**src/rtl/cla_seq_pkg.sv**
```systemverilog
// Shared types and constants for the multi-word CLA sequencer.
// State encoding, default geometry and the word-index width helper.
package cla_seq_pkg;

   typedef enum logic [1:0] {
      IDLE,
      RUN,
      DONE
   } state_t;

   localparam int N_DEF     = 16;
   localparam int WORDS_DEF = 4;

   function automatic int idx_w(input int words);
      return (words > 1) ? $clog2(words) : 1;
   endfunction

endpackage

```
**src/rtl/cla_multiword_seq_if.sv**
```systemverilog
// Requester-side bus of the multi-word CLA sequencer (start/done handshake, operands, result).
// Optional macro CLA_SEQ_OVF_EN adds the signed-overflow flag ovf.
interface cla_multiword_seq_if
   import cla_seq_pkg::*;
#(
   parameter int N     = N_DEF,
   parameter int WORDS = WORDS_DEF
);
   localparam int W = N * WORDS;

   logic         start;
   logic [W-1:0] a_in;
   logic [W-1:0] b_in;
   logic         cin;
   logic [W-1:0] sum;
   logic         cout;
   logic         busy;
   logic         done;
`ifdef CLA_SEQ_OVF_EN
   logic         ovf;

   modport master (output start, a_in, b_in, cin, input sum, cout, busy, done, ovf);
   modport slave  (input start, a_in, b_in, cin, output sum, cout, busy, done, ovf);
`else
   modport master (output start, a_in, b_in, cin, input sum, cout, busy, done);
   modport slave  (input start, a_in, b_in, cin, output sum, cout, busy, done);
`endif

endinterface

```
**src/rtl/cla_slice_cin.sv**
```systemverilog
// N-bit combinational carry-look-ahead adder with carry-in; every carry is a flat
// generate/propagate product term. CLA_SEQ_OVF_EN exposes the carry into the MSB.
module cla_slice_cin #(
   parameter int N = 16
) (
   input  logic [N-1:0] a,
   input  logic [N-1:0] b,
   input  logic         cin,
   output logic [N-1:0] sum,
`ifdef CLA_SEQ_OVF_EN
   output logic         c_msb,
`endif
   output logic         cout
);
   logic [N-1:0] g;
   logic [N-1:0] p;
   logic [N:0]   c;

   assign g = a & b;
   assign p = a ^ b;

   // c[i] = g[i-1] | p[i-1]g[i-2] | ... | p[i-1..0]cin, built without a ripple chain
   always_comb begin
      logic acc;
      logic pp;
      acc = 1'b0;
      pp  = 1'b1;
      c   = '0;
      c[0] = cin;
      for (int i = 1; i <= N; i++) begin
         acc = 1'b0;
         pp  = 1'b1;
         for (int j = i - 1; j >= 0; j--) begin
            acc = acc | (pp & g[j]);
            pp  = pp & p[j];
         end
         c[i] = acc | (pp & cin);
      end
   end

   assign sum  = p ^ c[N-1:0];
   assign cout = c[N];
`ifdef CLA_SEQ_OVF_EN
   assign c_msb = c[N-1];
`endif

endmodule

```
**src/rtl/cla_multiword_seq.sv**
```systemverilog
// Wide adder that time-multiplexes one N-bit CLA slice, one word per clock, LSW first.
// Optional macro CLA_SEQ_OVF_EN adds a registered two's-complement overflow flag.
module cla_multiword_seq
   import cla_seq_pkg::*;
#(
   parameter int N     = N_DEF,
   parameter int WORDS = WORDS_DEF
) (
   input logic                clk,
   input logic                rst,
   cla_multiword_seq_if.slave bus
);
   localparam int IDX_W = idx_w(WORDS);
   localparam int W     = N * WORDS;

   state_t             state;
   state_t             state_nxt;
   logic [IDX_W-1:0]   idx;
   logic               carry;
   logic [N-1:0]       a_words   [WORDS];
   logic [N-1:0]       b_words   [WORDS];
   logic [N-1:0]       sum_words [WORDS];
   logic [W-1:0]       sum_flat;
   logic               cout_r;
   logic               last_word;
   logic [N-1:0]       slice_sum;
   logic               slice_cout;
`ifdef CLA_SEQ_OVF_EN
   logic               slice_cmsb;
   logic               ovf_r;
`endif

   assign last_word = (idx == IDX_W'(WORDS - 1));

   cla_slice_cin #(.N(N)) u_slice (
      .a     (a_words[idx]),
      .b     (b_words[idx]),
      .cin   (carry),
      .sum   (slice_sum),
`ifdef CLA_SEQ_OVF_EN
      .c_msb (slice_cmsb),
`endif
      .cout  (slice_cout)
   );

   always_ff @(posedge clk or posedge rst) begin
      if (rst) state <= IDLE;
      else     state <= state_nxt;
   end

   always_comb begin
      state_nxt = state;
      case (state)
         IDLE:    if (bus.start) state_nxt = RUN;
         RUN:     if (last_word) state_nxt = DONE;
         DONE:    state_nxt = IDLE;
         default: state_nxt = IDLE;
      endcase
   end

   always_comb begin
      bus.busy = (state != IDLE);
      bus.done = (state == DONE);
   end

   // Operand capture and word-serial accumulation; start outside IDLE never reaches here.
   always_ff @(posedge clk or posedge rst) begin
      if (rst) begin
         idx    <= '0;
         carry  <= 1'b0;
         cout_r <= 1'b0;
`ifdef CLA_SEQ_OVF_EN
         ovf_r  <= 1'b0;
`endif
         for (int i = 0; i < WORDS; i++) begin
            a_words[i]   <= '0;
            b_words[i]   <= '0;
            sum_words[i] <= '0;
         end
      end else begin
         case (state)
            IDLE: begin
               if (bus.start) begin
                  idx   <= '0;
                  carry <= bus.cin;
                  for (int i = 0; i < WORDS; i++) begin
                     a_words[i] <= bus.a_in[i*N +: N];
                     b_words[i] <= bus.b_in[i*N +: N];
                  end
               end
            end
            RUN: begin
               sum_words[idx] <= slice_sum;
               carry          <= slice_cout;
               if (last_word) begin
                  idx    <= '0;
                  cout_r <= slice_cout;
`ifdef CLA_SEQ_OVF_EN
                  ovf_r  <= slice_cmsb ^ slice_cout;
`endif
               end else begin
                  idx <= idx + 1'b1;
               end
            end
            default: ;
         endcase
      end
   end

   always_comb begin
      sum_flat = '0;
      for (int i = 0; i < WORDS; i++) sum_flat[i*N +: N] = sum_words[i];
   end

   assign bus.sum  = sum_flat;
   assign bus.cout = cout_r;
`ifdef CLA_SEQ_OVF_EN
   assign bus.ovf  = ovf_r;
`endif

endmodule
```
**src/flat_wrapper.sv**
```systemverilog
// flat-port wrapper written by rule: the top's interface ports become plain ports
module cla_multiword_seq_flat import cla_seq_pkg::*;
#(
   parameter int N     = N_DEF,
   parameter int WORDS = WORDS_DEF
)
  (clk, rst, bus_start, bus_a_in, bus_b_in, bus_cin, bus_sum, bus_cout, bus_busy, bus_done);
  cla_multiword_seq_if #(.N(N), .WORDS(WORDS)) bus_i ();
  input logic clk;
  input logic rst;
  input wire logic [$bits(bus_i.start)-1:0] bus_start;
  input wire logic [$bits(bus_i.a_in)-1:0] bus_a_in;
  input wire logic [$bits(bus_i.b_in)-1:0] bus_b_in;
  input wire logic [$bits(bus_i.cin)-1:0] bus_cin;
  output wire logic [$bits(bus_i.sum)-1:0] bus_sum;
  output wire logic [$bits(bus_i.cout)-1:0] bus_cout;
  output wire logic [$bits(bus_i.busy)-1:0] bus_busy;
  output wire logic [$bits(bus_i.done)-1:0] bus_done;
  assign bus_i.start = bus_start;
  assign bus_i.a_in = bus_a_in;
  assign bus_i.b_in = bus_b_in;
  assign bus_i.cin = bus_cin;
  assign bus_sum = bus_i.sum;
  assign bus_cout = bus_i.cout;
  assign bus_busy = bus_i.busy;
  assign bus_done = bus_i.done;
  cla_multiword_seq #(.N(N), .WORDS(WORDS)) u_core (.clk(clk), .rst(rst), .bus(bus_i));
endmodule
```
**config.mk**
```make
export PLATFORM = sky130hd
export DESIGN_NAME = cla_multiword_seq_flat
export DESIGN_NICKNAME = d
export VERILOG_FILES = /design/src/rtl/cla_seq_pkg.sv /design/src/rtl/cla_multiword_seq_if.sv /design/src/rtl/cla_slice_cin.sv /design/src/rtl/cla_multiword_seq.sv /design/src/flat_wrapper.sv
export SDC_FILE = /design/constraint.sdc
export NUM_CORES = 1
export LEC_CHECK = 0
export CAP_MARGIN = 20
export CELL_PAD_IN_SITES_DETAIL_PLACEMENT = 1
export CELL_PAD_IN_SITES_GLOBAL_PLACEMENT = 1
export CORE_ASPECT_RATIO = 1.2
export CORE_UTILIZATION = 44
export DETAILED_ROUTE_END_ITERATION = 12
export HOLD_SLACK_MARGIN = 0.12
export PLACE_DENSITY_LB_ADDON = 0.05
export SYNTH_ARGS = -nofsm -noshare
export SYNTH_HDL_FRONTEND = slang
export SYNTH_SLANG_ARGS = --single-unit
```
**constraint.sdc**
```tcl
create_clock -name clk -period 11 [get_ports clk]
set_clock_uncertainty 0.2 [all_clocks]
set_input_delay 2.2 -clock clk [delete_from_list [all_inputs] [get_ports clk]]
set_output_delay 2.2 -clock clk [all_outputs]
set_load 0.05 [all_outputs]
```
* Word-level counts from Yosys, hierarchy flattened
Cells that the tools add are included.
Operators by class: add/subtract/negate cells 1, order comparisons 2, equal/unequal tests 5, multiplexer cells 17, bitwise logic cells 396, reductions and logical operators 8
Operator list (number):
- $and A1 B1 Y1 | 256
- $or A1 B1 Y1 | 136
- $mux W16 | 5
- $bmux W16 S2 | 2
- $bwmux W64 | 1
- $demux W16 S2 | 1
- $xor A16 B16 Y16 | 2
- $and A16 B16 Y16 | 1
- $mux W2 | 4
- $pmux W2 S2 | 2
- $reduce_and A2 Y1 | 4
- $eq A2 B2 Y1 const B | 2
- $reduce_bool A2 Y1 | 2
- $ge A3 B3 Y1 const B | 1
- $lt A3 B1 Y1 const B | 1
- $not A2 Y3 | 1
- $add A2 B1 Y2 const B | 1
- $eq A2 B1 Y1 const B | 1
- $logic_not A2 Y1 | 1
- $ne A2 B1 Y1 const B | 1
- $ne A2 B2 Y1 const B | 1
- $pmux W1 S2 | 1
- $logic_and A1 B1 Y1 | 1
- $mux W1 | 1
Storage, ports and cells: bits in registers 198, input port bits 132, logic and storage cells 445

* Depth between registers and ports, before layout
Gate-level depths: netlist (run 1).
depth in word-level cells 23, mapped depth 12, gate-level depth less buffers 8

* By module
A second synthesis (run 1) with hierarchy kept.
Unflattened totals: cells, all modules 560, area total of the unflattened synthesis 9116.2 um2
By module, submodules not included:
- cla_multiword_seq | instances 1, cells each 480, area an instance 8466.9 um2, seq. area each 4954.8 um2
- cla_slice_cin | instances 1, cells each 80, area an instance 649.4 um2, seq. area each 0.0 um2

* Worst setup path before layout (run 1)
OpenSTA, ideal clock, no wires.
path type reg-to-reg, from register u_core.idx[1], to register u_core.sum_words (netlist bit u_core.bus.sum[30]), library setup time 0.130 ns, data arrival time 3.260 ns, path slack 7.411 ns, cell stages (with the launch flop) 13, buffers on the path 4, cell sequence dfrtp_1 > buf_2 > buf_1 > buf_1 > mux4_2 > ha_1 > buf_6 > a21o_1 > a21o_1 > a221oi_4 > a31oi_4 > xnor2_2 > o21ai_1
On the way: word-level cells in the longest chain between the ends 22, elaborated cells on any way between the ends 57, those cells by class order compare: 2; mux: 9; bitwise: 45; reduce/logical: 1
Ends and longest elaborated chain:
- start, declared | line cla_multiword_seq.sv:18 | logic [IDX_W-1:0] idx;
- start signal, assigned | line cla_multiword_seq.sv:102 | idx <= idx + 1'b1;
- $not A2 Y3 (implied by the code) (*) | line cla_multiword_seq.sv:36, cla_multiword_seq.sv:37, cla_multiword_seq.sv:93
- $bmux W16 S2, on equally long branches | line cla_multiword_seq.sv:36, cla_multiword_seq.sv:37
- $mux W16, on equally long branches (2 in series) | line cla_multiword_seq.sv:36, cla_multiword_seq.sv:37
- $xor A16 B16 Y16 or $and A16 B16 Y16 (tied branches) | line cla_slice_cin.sv:20, cla_slice_cin.sv:19
- $and A1 B1 Y1, on equally long branches | line cla_slice_cin.sv:34, cla_slice_cin.sv:35
- $or A1 B1 Y1, or another cell as far along (12 in series) | line cla_slice_cin.sv:34 | acc = acc | (pp & g[j]);
- $or A1 B1 Y1 or $and A1 B1 Y1 (tied branches) | line cla_slice_cin.sv:34, cla_slice_cin.sv:37
- $or A1 B1 Y1 | line cla_slice_cin.sv:37 | c[i] = acc | (pp & cin);
- $xor A16 B16 Y16 | line cla_slice_cin.sv:41 | assign sum = p ^ c[N-1:0];
- $bwmux W64 (*) | line cla_multiword_seq.sv:93 | sum_words[idx] <= slice_sum;
- end signal, assigned by index | line cla_multiword_seq.sv:93
- end, declared | line cla_multiword_seq.sv:22 | logic [N-1:0] sum_words [WORDS];
Every way passes the cells marked *; elsewhere a longest branch is shown, timed or not. The select of a mux whose other input is x is not followed. A chain may end at the register's enable or synchronous reset.

* Worst setup path in the final report (run 1)
from input bus_start, to register u_core.a_words[53] (netlist bit)
On the way: word-level cells in the longest chain between the ends 1
Ends and longest elaborated chain:
- start, declared | line flat_wrapper.sv:11 | input wire logic [$bits(bus_i.start)-1:0] bus_start;
- $reduce_and A2 Y1 (no line)
- end signal, assigned by index | line cla_multiword_seq.sv:87 | a_words[i] <= bus.a_in[i*N +: N];
- end, declared | line cla_multiword_seq.sv:20 | logic [N-1:0] a_words [WORDS];
No other way between the ends.

==> impl_metrics.toml, run 1 <==
[logic_synthesis]
synth_top_cell_area_share = 0.551
syn-cell-area_um2 = 8990
ys_warn_count = 0
synth_cell_type_count = 50
synth.area.top_cells = "dfrtp_1, mux2_2, mux4_2"
syn_nets = 822
yosysTopAreaCell = "dfrtp_1"
syn_inst = 669
synthArstFlopShare = 1.00
yosysSeqAreaShare = 0.551
synth_top_flop_cell = "dfrtp_1"
syn-mean-instance-area_um2 = 13.4
synth-edff-count = 0
synth-seq-cells = 198

[finish]
final_common_cell = "clkdlybuf4s50_1"
register_area_um2 = 4960
layout.nets = 1011
area_growth_pct = 32.6
layout_common_cells = "clkdlybuf4s50_1, dfrtp_1, mux2_2"
num-fill-cells = 1953
layout-drive-gt1-share = 0.253
multiInputGateArea_um2 = 3820

[timing]
period_share = 0.424
max_slew_margin = 0.315
period_minus_slack_ns = 4.67
tns_ns = 0
worstMarginPinSlew_ns = 1.03
rsz0062_at_grt = "no"
fmax_ghz = 0.214
hold_viol_final = 0
setup_viol_count_final = 0
maxSlewViolCount = 0
fin_hold_ws_ns = 0.283

[routing]
via_per_inst = 5.41
drc = 0
antenna_left = 0
wl_mm = 22.6
drt_iter0_drc = 167
wire_per_inst_um = 19.9
routed-via-count = 6127
first_pass_iters = 4

[floorplan]
coreArea_um2 = 19800
std_cell_rows = 56
die-area_um2 = 21000
initial_core_util = 0.455
fp.dieH_um = 159
io_pins = 199
die_x_um = 132

[setup_path]
path_max_fanout = 81
cp.required_ns = 11.13
worstPathArrival_ns = 4.79
startpoint_type = "input pin"
crit_path_end_kind = "flip-flop"
worstSetupPathType = "input pin to flip-flop"

[clock_network]
cts_root_buf = "clkbuf_16"
post-cts-setup-buffers = 0
ctsHoldBuffers = 0
clockBufferDepth = 2
clock-sinks = 198
htreeDepth = 4
path_clk_slew_ns = 0.07
cts_buffers = 17
cts_resized = 0
cts_tree = "yes"
clkLatencyLatePin_ns = 0.44

[job]
drv_cap = 0

[placement]
dp_hpwl_mm = 16.6
io_buffer_count = 198
place_congestion = 0.770

[global_routing]
grt_max_degree = 120
grt_pass1_wl_mm = 36.1
grt_pass1_vias = 6649
grt.total_usage = 0.227
globalRouteOverflowTotal = 0
antenna_found_initial = 1

[outcome]
outcome = "complete, no violations"

[worst_hold_path]
hold_path_class = "flip-flop to flip-flop"
-- through the flow --
stage,util,std cells,setup slack (ns),cell area (um2)
after floorplan,-,669,3.20,8990
after global placement,0.566,1096,5.70,11200
after detailed placement,0.566,1096,5.55,11200
after CTS,0.598,1128,6.02,11800
after global routing,0.603,1133,6.18,11900
final,0.603,1133,6.33,11900
-- synth_stat cells (2+ instances only) --
master and number:
a21boi_0 2, inv_1 14, xor2_1 4, mux4_2 32, nand2_1 75, buf_2 16, a31oi_1 5, o211ai_1 5
a21oi_1 9, o21ai_1 19, xnor2_2 2, clkbuf_1 15, xnor2_1 6, o31ai_1 3, ha_1 20, buf_1 4
nand3_1 6, mux2_2 128, o21ai_0 52, o21a_1 4, nor2b_1 6, or2_2 2, nor2_1 7, a41oi_2 2
nand4_1 5, o21bai_1 2, dfrtp_1 198, a21o_1 4
-- area by class of cell --
cell class                      count  share of cell area
Inverter                           14             0.00504
Multi-Input combinational cell    421               0.321
Clock inverter                     14              0.0156
Sequential cell                   198               0.416
Clock buffer                       18              0.0368
Tap cell                          261              0.0274
Timing Repair Buffer              206               0.178
Antenna cell                        1            0.000210
-- metal layers --
layer | vias to the layer above | routed length, um | track usage
met5 | - | 0 | 0
met4 | 0 | 415 | 0.0794
met3 | 33 | 1120 | 0.0554
met2 | 170 | 11600 | 0.390
met1 | 3120 | 9490 | 0.280
li1 | 2804 | - | -
-- worst max-delay path: stages --
cell             delay, ns
clkdlybuf4s50_1       0.51
inv_1                 0.09
nor2_4                0.80
buf_4                 0.37
buf_16                0.35
mux2_2                0.39
-- kinds of logic (layout without fill, tap and decap cells) --
| family | count (synthesis) | after routing | synth area share |
|---|---|---|---|
| compound gates | 122 | 122 | 0.0899 |
| flops | 198 | 198 | 0.551 |
| xor+xnor | 12 | 12 | 0.0134 |
| fa+ha+maj | 21 | 21 | 0.0301 |
| mux | 161 | 161 | 0.242 |
| other cells | 0 | 1 | 0 |
| buf+inv | 50 | 252 | 0.0239 |
| simple gates | 105 | 105 | 0.0497 |
-- registers in the layout, summed over array words and instances (netlist names) --
signal,flops
u_core.a_words,64
u_core.state,2
u_core.bus.cout,1
u_core.carry,1
u_core.b_words,64
u_core.bus.sum,64
u_core.idx,2
-- path summary, 6_finish.rpt --
check | from | to | slack (ns) | cells past startpoint
worst max-delay path | bus_start | u_core.a_words[53]$_DFFE_PP0P_ | 6.33 | 6
worst min-delay path | u_core.bus.sum[41]$_DFFE_PP0P_ | u_core.bus.sum[41]$_DFFE_PP0P_ | 0.28 | 2
worst max register to register | u_core.idx[0]$_DFFE_PP0P_ | u_core.carry$_DFFE_PP0P_ | 7.20 | 9
worst min register to register | u_core.bus.sum[41]$_DFFE_PP0P_ | u_core.bus.sum[41]$_DFFE_PP0P_ | 0.28 | 2
max in group asynchronous | rst | u_core.b_words[0]$_DFFE_PP0P_ | 7.22 | 4
min in group asynchronous | rst | u_core.a_words[54]$_DFFE_PP0P_ | 2.12 | 2
Power of run 1 is left out: the tool's default activity adds up to more than one toggle a clock period on the data nets, which glitch-free logic cannot reach.
==> run 2: changes to the inputs <==
--- a/config.mk
+++ b/config.mk
@@ -9,7 +9,7 @@
 export CELL_PAD_IN_SITES_DETAIL_PLACEMENT = 1
 export CELL_PAD_IN_SITES_GLOBAL_PLACEMENT = 1
 export CORE_ASPECT_RATIO = 1.2
-export CORE_UTILIZATION = 44
+export CORE_UTILIZATION = 41
 export DETAILED_ROUTE_END_ITERATION = 12
 export HOLD_SLACK_MARGIN = 0.12
 export PLACE_DENSITY_LB_ADDON = 0.05
==> constraint.sdc (replaced) <==
create_clock -name clk -period 4.4 [get_ports clk]
set_clock_uncertainty 0.2 [all_clocks]
set_input_delay 0.88 -clock clk [delete_from_list [all_inputs] [get_ports clk]]
set_output_delay 0.88 -clock clk [all_outputs]
set_load 0.05 [all_outputs]
==> run 2 against run 1 <==
Setup slack worse by 5.5 ns. Count of clock-buffer cells in the layout fell by 1. Non-clock buffer count up 7. Final area is essentially flat. Die area is 7.2% higher. First-iteration DRC count is 20% higher. Sequential cell count unchanged. Routed wire length grew 1.5%. Critical endpoint is now u_core.bus.sum[57]$_DFFE_PP0P_. Cell count grew 1.2%. Utilization fell by 4.1 points. Register-to-register slack worse by 6.4 ns. Critical path type is now flip-flop to flip-flop. Critical path depth up 3.
==> impl_metrics.toml, run 2 (synthesis results as in run 1) <==
[routing]
routed-via-count = 6137
wire_per_inst_um = 20.0
antenna_left = 0
wl_mm = 22.9
drc = 0
drt_iter0_drc = 201
first_pass_iters = 4
via_per_inst = 5.35

[floorplan]
die_x_um = 137
io_pins = 199
std_cell_rows = 58
fp.dieH_um = 164
die-area_um2 = 22500
initial_core_util = 0.424
coreArea_um2 = 21200

[setup_path]
crit-reg2reg-launch = "u_core.idx[0]$_DFFE_PP0P_"
cp.required_ns = 4.49
worstPathArrival_ns = 3.68
startpoint_type = "flip-flop"
startpoint = "u_core.idx[0]$_DFFE_PP0P_"
crit_path_end_kind = "flip-flop"
worstSetupPathType = "flip-flop to flip-flop"
path_max_fanout = 14

[global_routing]
grt_max_degree = 99
gr-usage-met2 = 0.383
use_met3 = 0.0565
gr-usage-met1 = 0.265
globalRouteOverflowTotal = 0
antenna_found_initial = 1
grt_pass1_wl_mm = 36.6
grt_pass1_vias = 6773
grt.total_usage = 0.217
grt_busiest_layer = "met2"

[job]
drv_cap = 0

[finish]
finalNonFillerCells = 1147
area_growth_pct = 32.5
layout_common_cells = "clkdlybuf4s50_1, dfrtp_1, mux2_2"
num_antenna_cells = 0
layout.nets = 1018
layout-drive-gt1-share = 0.258
num-fill-cells = 2061
final_common_cell = "clkdlybuf4s50_1"

[timing]
setup_viol_count_final = 0
hold_viol_final = 0
max_slew_margin = 0.340
period_share = 0.816
fmax_ghz = 0.278
rsz0062_at_grt = "no"
tns_ns = 0
worstMarginPinSlew_ns = 0.988
maxSlewViolCount = 0
period_minus_slack_ns = 3.59

[clock_network]
htreeDepth = 4
clockBufferDepth = 2
cts_buffers = 17
path_clk_slew_ns = 0.07
cts_root_buf = "clkbuf_16"
cts_resized = 0
clock-sinks = 198
clkLatencyLatePin_ns = 0.44
post-cts-setup-buffers = 0
ctsHoldBuffers = 0
cts_tree = "yes"

[worst_hold_path]
hold_path_class = "flip-flop to flip-flop"
hold_start = "u_core.bus.sum[0]$_DFFE_PP0P_"

[placement]
dp_hpwl_mm = 17.4
io_buffer_count = 198
place_congestion = 0.836
dp.cells = 1116

[outcome]
outcome = "complete, no violations"
## run 2: final cells by class
| type | instances | area (um2) | area share |
|---|---|---|---|
| inverters | 14 | 56.3 | 0.00473 |
| clock buffers | 17 | 425 | 0.0357 |
| multi-input cells | 421 | 3820 | 0.321 |
| well taps | 270 | 338 | 0.0284 |
| repair buffers | 213 | 2140 | 0.180 |
| clock inverters | 14 | 164 | 0.0138 |
| flip-flops and latches | 198 | 4960 | 0.416 |
## run 2: routing by layer
layer / up-vias / routed length [um]
met5: - / 13
met4: 2 / 201
met3: 15 / 1190
met2: 146 / 12100
met1: 3165 / 9460
li1: 2809 / -
## run 2: stage by stage
step                      instance area [um2]  hold slack, ns  utilization  setup WS, ns
after global routing                    11900           0.304        0.562         0.572
after floorplan                          8990           0.267            -         0.760
after CTS                               11900           0.288        0.562         0.760
final                                   11900           0.279        0.562         0.809
after detailed placement                11300           0.272        0.534         0.763
after global placement                  11300           0.263        0.534         0.907
## run 2: path summary, 6_finish.rpt
kind                       cells after the start  slack, ns                             end
max                                            9       0.81  u_core.bus.sum[57]$_DFFE_PP0P_
min                                            2       0.28   u_core.bus.sum[0]$_DFFE_PP0P_
max reg2reg                                    9       0.81  u_core.bus.sum[57]$_DFFE_PP0P_
min reg2reg                                    2       0.28   u_core.bus.sum[0]$_DFFE_PP0P_
max in group asynchronous                      4       2.30  u_core.bus.sum[61]$_DFFE_PP0P_
min in group asynchronous                      2       0.58  u_core.bus.sum[21]$_DFFE_PP0P_
## run 2: worst max-delay path, cell delays in order, from the launching register on
cell and delay [ns]:
dfrtp_2 0.59, buf_4 0.32, mux4_2 0.53, ha_1 0.40, a21oi_1 0.27, o21ai_0 0.11, a211o_2 0.34, a31oi_1 0.20
xor2_1 0.31, o21ai_0 0.16
Power of run 2 is left out for the same reason.
